[src/rtl/vga_draw_bar_graph_pkg.sv]
// Shared types and defaults for the bar-graph overlay stage: VGA bus layout,
// default geometry/colours and the frame-update FSM state type.
package vga_draw_bar_graph_pkg;

  localparam int VGA_BUS_SIZE = 38;

  typedef struct packed {
    logic [10:0] hcount;
    logic        hsync;
    logic        hblnk;
    logic [10:0] vcount;
    logic        vsync;
    logic        vblnk;
    logic [11:0] rgb;
  } vga_bus_t;

  localparam logic [11:0] DEF_BAR_COLOR  = 12'h0_f_0;
  localparam logic [11:0] DEF_PEAK_COLOR = 12'hf_0_0;
  localparam int          DEF_X0         = 64;
  localparam int          DEF_Y0         = 600;
  localparam int          DEF_BAR_W      = 40;
  localparam int          DEF_BAR_GAP    = 8;

  typedef enum logic [0:0] {
    ST_IDLE = 1'b0,
    ST_UPD  = 1'b1
  } upd_state_t;

  // Index width for a channel count; a single channel still needs one bit.
  function automatic int ch_width(input int n);
    return (n > 1) ? $clog2(n) : 1;
  endfunction

endpackage

[src/rtl/vga_bar_frame_update.sv]
// Per-channel bar state: value writes, once-per-frame smoothing of the displayed
// height and a decaying peak marker, plus read ports for the pixel pipeline.
module vga_bar_frame_update
  import vga_draw_bar_graph_pkg::*;
#(
  parameter int CHANNELS     = 13,
  parameter int VALUE_W      = 12,
  parameter int HEIGHT_W     = 8,
  parameter int SMOOTH_SHIFT = 0,
  parameter int CH_W         = 4
) (
  input  logic                clk,
  input  logic                rst_n,
  input  logic                vblnk_in,
  input  logic [VALUE_W-1:0]  value_data,
  input  logic [3:0]          value_ch,
  input  logic                value_valid,
  output logic                value_ready,
  input  logic [CH_W-1:0]     rd_ch,
  output logic [HEIGHT_W-1:0] rd_disp,
  output logic [HEIGHT_W-1:0] rd_peak
);

  logic [HEIGHT_W-1:0] r_target [CHANNELS];
  logic [HEIGHT_W-1:0] r_disp   [CHANNELS];
  logic [HEIGHT_W-1:0] r_peak   [CHANNELS];

  upd_state_t          r_state, w_state_nxt;
  logic [CH_W-1:0]     r_idx, w_idx_nxt;
  logic                r_ready, w_ready_nxt;
  logic                r_vblnk;
  logic                w_trigger;
  logic                w_wr;
  logic                w_ch_ok;
  logic                w_rd_ok;
  logic                w_unused_bits;

  logic signed [HEIGHT_W:0] w_diff;
  logic signed [HEIGHT_W:0] w_step;
  logic [HEIGHT_W-1:0]      w_new_disp;
  logic [HEIGHT_W-1:0]      w_new_peak;

  assign w_trigger     = vblnk_in & ~r_vblnk;
  assign w_wr          = value_valid & r_ready;
  assign w_ch_ok       = ({1'b0, value_ch} < 5'(CHANNELS));
  assign w_rd_ok       = ({1'b0, rd_ch} < (CH_W+1)'(CHANNELS));
  assign value_ready   = r_ready;
  assign rd_disp       = w_rd_ok ? r_disp[rd_ch] : '0;
  assign rd_peak       = w_rd_ok ? r_peak[rd_ch] : '0;
  assign w_unused_bits = &{1'b0, value_data};

  // Next-state logic: one channel per cycle while updating.
  always_comb begin
    w_state_nxt = r_state;
    w_idx_nxt   = r_idx;
    case (r_state)
      ST_IDLE: begin
        if (w_trigger) begin
          w_state_nxt = ST_UPD;
          w_idx_nxt   = '0;
        end else begin
          w_state_nxt = ST_IDLE;
          w_idx_nxt   = r_idx;
        end
      end
      ST_UPD: begin
        if (r_idx == CH_W'(CHANNELS - 1)) begin
          w_state_nxt = ST_IDLE;
          w_idx_nxt   = '0;
        end else begin
          w_state_nxt = ST_UPD;
          w_idx_nxt   = r_idx + CH_W'(1);
        end
      end
      default: begin
        w_state_nxt = ST_IDLE;
        w_idx_nxt   = '0;
      end
    endcase
    w_ready_nxt = (w_state_nxt == ST_IDLE);
  end

  // Smoothing step with a forced unit step so small residues still converge.
  always_comb begin
    w_diff = $signed({1'b0, r_target[r_idx]}) - $signed({1'b0, r_disp[r_idx]});
    w_step = w_diff >>> SMOOTH_SHIFT;
    if ((w_step == '0) && (w_diff != '0)) begin
      w_step = w_diff[HEIGHT_W] ? '1 : (HEIGHT_W+1)'(1);
    end else begin
      w_step = w_step;
    end
    w_new_disp = r_disp[r_idx] + w_step[HEIGHT_W-1:0];
    if (w_new_disp > r_peak[r_idx]) begin
      w_new_peak = w_new_disp;
    end else if (r_peak[r_idx] != '0) begin
      w_new_peak = r_peak[r_idx] - HEIGHT_W'(1);
    end else begin
      w_new_peak = r_peak[r_idx];
    end
  end

  always_ff @(posedge clk or negedge rst_n) begin
    if (!rst_n) begin
      r_state <= ST_IDLE;
      r_idx   <= '0;
      r_ready <= 1'b0;
      r_vblnk <= 1'b0;
    end else begin
      r_state <= w_state_nxt;
      r_idx   <= w_idx_nxt;
      r_ready <= w_ready_nxt;
      r_vblnk <= vblnk_in;
    end
  end

  always_ff @(posedge clk or negedge rst_n) begin
    if (!rst_n) begin
      for (int i = 0; i < CHANNELS; i++) begin
        r_target[i] <= '0;
        r_disp[i]   <= '0;
        r_peak[i]   <= '0;
      end
    end else begin
      if (w_wr && w_ch_ok) begin
        r_target[value_ch[CH_W-1:0]] <= value_data[VALUE_W-1 -: HEIGHT_W];
      end
      if (r_state == ST_UPD) begin
        r_disp[r_idx] <= w_new_disp;
        r_peak[r_idx] <= w_new_peak;
      end
    end
  end

endmodule

[src/rtl/vga_draw_bar_graph.sv]
// VGA overlay stage drawing one vertical bar per channel with a peak marker.
// Two-stage pixel pipeline; bar state lives in vga_bar_frame_update.
module vga_draw_bar_graph
  import vga_draw_bar_graph_pkg::*;
#(
  parameter int          CHANNELS     = 13,
  parameter int          VALUE_W      = 12,
  parameter int          HEIGHT_W     = 8,
  parameter int          X0           = DEF_X0,
  parameter int          Y0           = DEF_Y0,
  parameter int          BAR_W        = DEF_BAR_W,
  parameter int          BAR_GAP      = DEF_BAR_GAP,
  parameter int          SMOOTH_SHIFT = 0,
  parameter logic [11:0] BAR_COLOR    = DEF_BAR_COLOR,
  parameter logic [11:0] PEAK_COLOR   = DEF_PEAK_COLOR
) (
  input  logic                    clk,
  input  logic                    rst_n,
  input  logic [VGA_BUS_SIZE-1:0] vga_in,
  output logic [VGA_BUS_SIZE-1:0] vga_out,
  input  logic [VALUE_W-1:0]      value_data,
  input  logic [3:0]              value_ch,
  input  logic                    value_valid,
  output logic                    value_ready
);

  localparam int          PITCH   = BAR_W + BAR_GAP;
  localparam int          CH_W    = ch_width(CHANNELS);
  localparam logic [11:0] X_START = 12'(X0);
  localparam logic [11:0] X_END   = 12'(X0 + CHANNELS * PITCH);
  localparam logic [11:0] Y_BASE  = 12'(Y0);

  vga_bus_t            w_in, r_s1, r_s2, w_out;
  logic [11:0]         w_h, w_base, w_v, w_peak_top;
  logic [CH_W-1:0]     w_ch, r_ch;
  logic                w_col, r_col;
  logic                w_peak_hit, w_bar_hit;
  logic [11:0]         w_rgb;
  logic [HEIGHT_W-1:0] w_disp, w_peak;

  assign w_in    = vga_in;
  assign vga_out = r_s2;

  // Pitch tracker: compare against constant bar origins instead of dividing.
  always_comb begin
    w_h    = {1'b0, w_in.hcount};
    w_ch   = '0;
    w_base = X_START;
    for (int k = 1; k < CHANNELS; k++) begin
      w_ch   = (w_h >= 12'(X0 + k * PITCH)) ? CH_W'(k) : w_ch;
      w_base = (w_h >= 12'(X0 + k * PITCH)) ? 12'(X0 + k * PITCH) : w_base;
    end
    w_col = (w_h >= X_START) && (w_h < X_END) && ((w_h - w_base) < 12'(BAR_W));
  end

  always_ff @(posedge clk or negedge rst_n) begin
    if (!rst_n) begin
      r_s1  <= '0;
      r_ch  <= '0;
      r_col <= 1'b0;
    end else begin
      r_s1  <= w_in;
      r_ch  <= w_ch;
      r_col <= w_col;
    end
  end

  vga_bar_frame_update #(
    .CHANNELS    (CHANNELS),
    .VALUE_W     (VALUE_W),
    .HEIGHT_W    (HEIGHT_W),
    .SMOOTH_SHIFT(SMOOTH_SHIFT),
    .CH_W        (CH_W)
  ) u_update (
    .clk        (clk),
    .rst_n      (rst_n),
    .vblnk_in   (w_in.vblnk),
    .value_data (value_data),
    .value_ch   (value_ch),
    .value_valid(value_valid),
    .value_ready(value_ready),
    .rd_ch      (r_ch),
    .rd_disp    (w_disp),
    .rd_peak    (w_peak)
  );

  // Pixel rule: blanking passes through, the peak marker wins over the bar.
  always_comb begin
    w_v        = {1'b0, r_s1.vcount};
    w_peak_top = Y_BASE - 12'(w_peak);
    w_peak_hit = r_col && (w_peak != '0) &&
                 ((w_v == w_peak_top) || (w_v == w_peak_top - 12'd1));
    w_bar_hit  = r_col && (w_v > Y_BASE - 12'(w_disp)) && (w_v <= Y_BASE);
    if (r_s1.hblnk || r_s1.vblnk) begin
      w_rgb = r_s1.rgb;
    end else if (w_peak_hit) begin
      w_rgb = PEAK_COLOR;
    end else if (w_bar_hit) begin
      w_rgb = BAR_COLOR;
    end else begin
      w_rgb = r_s1.rgb;
    end
    w_out     = r_s1;
    w_out.rgb = w_rgb;
  end

  always_ff @(posedge clk or negedge rst_n) begin
    if (!rst_n) begin
      r_s2 <= '0;
    end else begin
      r_s2 <= w_out;
    end
  end

endmodule

[config.mk]
export PLATFORM = sky130hd
export DESIGN_NAME = vga_draw_bar_graph
export DESIGN_NICKNAME = d
export VERILOG_FILES = /design/src/rtl/vga_draw_bar_graph_pkg.sv /design/src/rtl/vga_bar_frame_update.sv /design/src/rtl/vga_draw_bar_graph.sv
export SDC_FILE = /design/constraint.sdc
export NUM_CORES = 1
export LEC_CHECK = 0
export CAP_MARGIN = 0
export CORE_MARGIN = 1.5
export CORE_UTILIZATION = 60
export CTS_BUF_LIST = sky130_fd_sc_hd__clkbuf_8
export DETAILED_ROUTE_END_ITERATION = 6
export MAX_ROUTING_LAYER = met4
export PLACE_DENSITY = 0.79
export SLEW_MARGIN = 20
export SYNTH_ARGS = -nofsm -noshare
export SYNTH_HDL_FRONTEND = slang
export SYNTH_SLANG_ARGS = --single-unit
export TNS_END_PERCENT = 20
[constraint.sdc]
create_clock -name clk -period 9.3 [get_ports clk]
set_clock_uncertainty 0.2 [all_clocks]
set_input_delay 1.86 -clock clk [delete_from_list [all_inputs] [get_ports clk]]
set_output_delay 1.86 -clock clk [all_outputs]
set_load 0.005 [all_outputs]
==> out/results.txt <==
register cell area after layout: 10000 sq um
EDFF count, synth: 0
total track usage: 0.309
die area: 35800 sq um
Num CTS Buffers: 69
DR vias/cell: 6.33
WP data required: 9.54 ns
Die Ht: 189 um
Post-layout nets: 2000
Antenna Cells: 0
RSZ-0062 raised after global routing: no
Setup Viol. Count Final: 0
footprint of the multi-input gates: 10100 sq um
Reg clk slew, reported paths: 0.06 ns
CTS Sinks: 399
crit-path most repeated cell: o21ai_0
share of cells above drive strength 1: 0.211
clk_lat worst skew: 0.63 ns
critical path launch point type: register
Mapped Area: 20800 sq um
Area Overhead vs Synth: 12.5%
FP Rows: 68
status: completed
Slew Limit Fails: 0
CTS root buffer: clkbuf_8
FFs w/ async S/R, synth: 1.00
wire per inst: 21.6 um
Tmin final: 7.50 ns
max cap viols: 0
DR vias: 15200
Synth area leaders: dfrtp_1, mux4_2, mux2_2, o21ai_0, nand2_1
I/O pins: 96
TNS Setup: 0 ns
top-count cell post-synth: dfrtp_1
CP arrival: 7.75 ns
worst-margin pin slew: 1.05 ns
Post-CTS Setup Inserts: 0
CTS tree: yes
Yosys Warn Count: 0
final worst-path cycle share: 0.807
Main synth FF type: dfrtp_1
Die W: 189 um
placer congestion estimate: 0.914
H-tree Lvls: 3
synthesized flop and latch total: 399
largest net degree at the start of global routing: 162
worst stage delay on the critical path: 0.92 ns
Detailed Route Iter0 Violations: 1236
vias in the first global route: 15600
initial antenna violation count: 0
Initial Utilization: 0.605
Detail Route Antenna Nets: 0
hold_buf cts: 0
crit path max fanout: 32
sequential cell area fraction in the yosys report: 0.480
Synth top area share: 0.480
Hold Path Class: register to register
Post-DP HPWL: 32700 um
First-pass DRT Iterations: 5
area leader, netlist: dfrtp_1
synth unique cells: 90
first-pass GRT wire length: 83600 um
core area: 34400 sq um
worst-case clock buffer depth: 3
input/output buffers: 91
Synth Net Count: 1931
Congestion Overflow GR: 0
Crit-path slowest cell: dfrtp_2
DRC Markers: 0
fmax: 133 MHz
fill count: 2467
crit path kind: register to register
Synth top cells by count: dfrtp_1, nand2_1, o21ai_0
Slew HR: 0.294
Fin. Hold Viols: 0
Post-Syn Instances: 1825
mean post-synth cell area: 11.4 sq um
post-CTS sizing: 0
Post-Route WL: 51600 um
crit end category: register
[layout make-up]
type | count | area share
Timing Repair Buffer | 133 | 0.0531
Inverter | 40 | 0.00642
Sequential cell | 399 | 0.427
Clock buffer | 86 | 0.0506
Tap cell | 455 | 0.0243
Clock inverter | 32 | 0.00722
Multi-Input combinational cell | 1251 | 0.431
[metrics by stage]
stage	utilization	hold slack (ns)	worst slack (ns)	cells	cell area (sq um)
after detailed placement	0.641	0.136	1.76	2277	22000
after CTS	0.680	0.132	1.74	2395	23400
after global routing	0.681	0.153	1.04	2396	23400
after global placement	0.641	0.131	1.86	2277	22000
after floorplan	-	0.131	2.19	1825	20800
final	0.681	0.126	1.80	2396	23400
[critical path: cells and delay by family (launching register included)]
family          cells  cell delay [ns]
xor+xnor            3             0.47
mux                 2             0.54
fa+ha+maj           4             1.27
compound gates     10             2.43
buf+inv             4             0.99
flops               1             0.92
simple gates        5             0.49
[routing by layer]
| metal | routed length (um) | track usage | vias to the layer above | part of all wire |
|---|---|---|---|---|
| li1 | - | - | 6739 | - |
| met1 | 20200 | 0.380 | 7629 | 0.39 |
| met4 | 2010 | 0.139 | 0 | 0.039 |
| met2 | 25700 | 0.503 | 641 | 0.50 |
| met3 | 3780 | 0.0571 | 155 | 0.073 |
| met5 | 0 | - | - | 0 |
[kinds of logic after synthesis]
group / synth area share
simple gates: 0.108
compound gates: 0.124
flops: 0.480
mux: 0.203
buf+inv: 0.0372
fa+ha+maj: 0.0305
xor+xnor: 0.0183
[sequential cells by signal, indices dropped and copies added (netlist names), 4 cells and up]
register,cells
u_update.r_disp,104
u_update.r_peak,104
u_update.r_target,104
vga_out,38
r_s1,37
r_ch,4
u_update.r_idx,4
[cells in the final DEF (no fill, tap or decap), drive strengths merged, types with 46 or more instances in the layout]
cell / n
mux2i: 55
clkbuf: 86
mux2: 115
o21ai: 230
mux4: 104
dfrtp: 399
nand2: 265
ha: 46
nor2: 70
clkdlybuf4s50: 90
inv: 62
[worst paths after layout]
check	from	cells past startpoint	endpoint	slack, ns
max	u_update.r_idx[1]	28	u_update.r_peak[15]	1.80
min	r_s1[35]	0	vga_out[35]	0.13
max reg2reg	u_update.r_idx[1]	28	u_update.r_peak[15]	1.80
min reg2reg	r_s1[35]	0	vga_out[35]	0.13
max in group asynchronous	rst_n	2	u_update.r_idx[0]	6.22
min in group asynchronous	rst_n	1	u_update.r_peak[100]	1.11
Power is not shown: default switching activity piles up to over one toggle a cycle in this logic, so the estimate is an artifact.
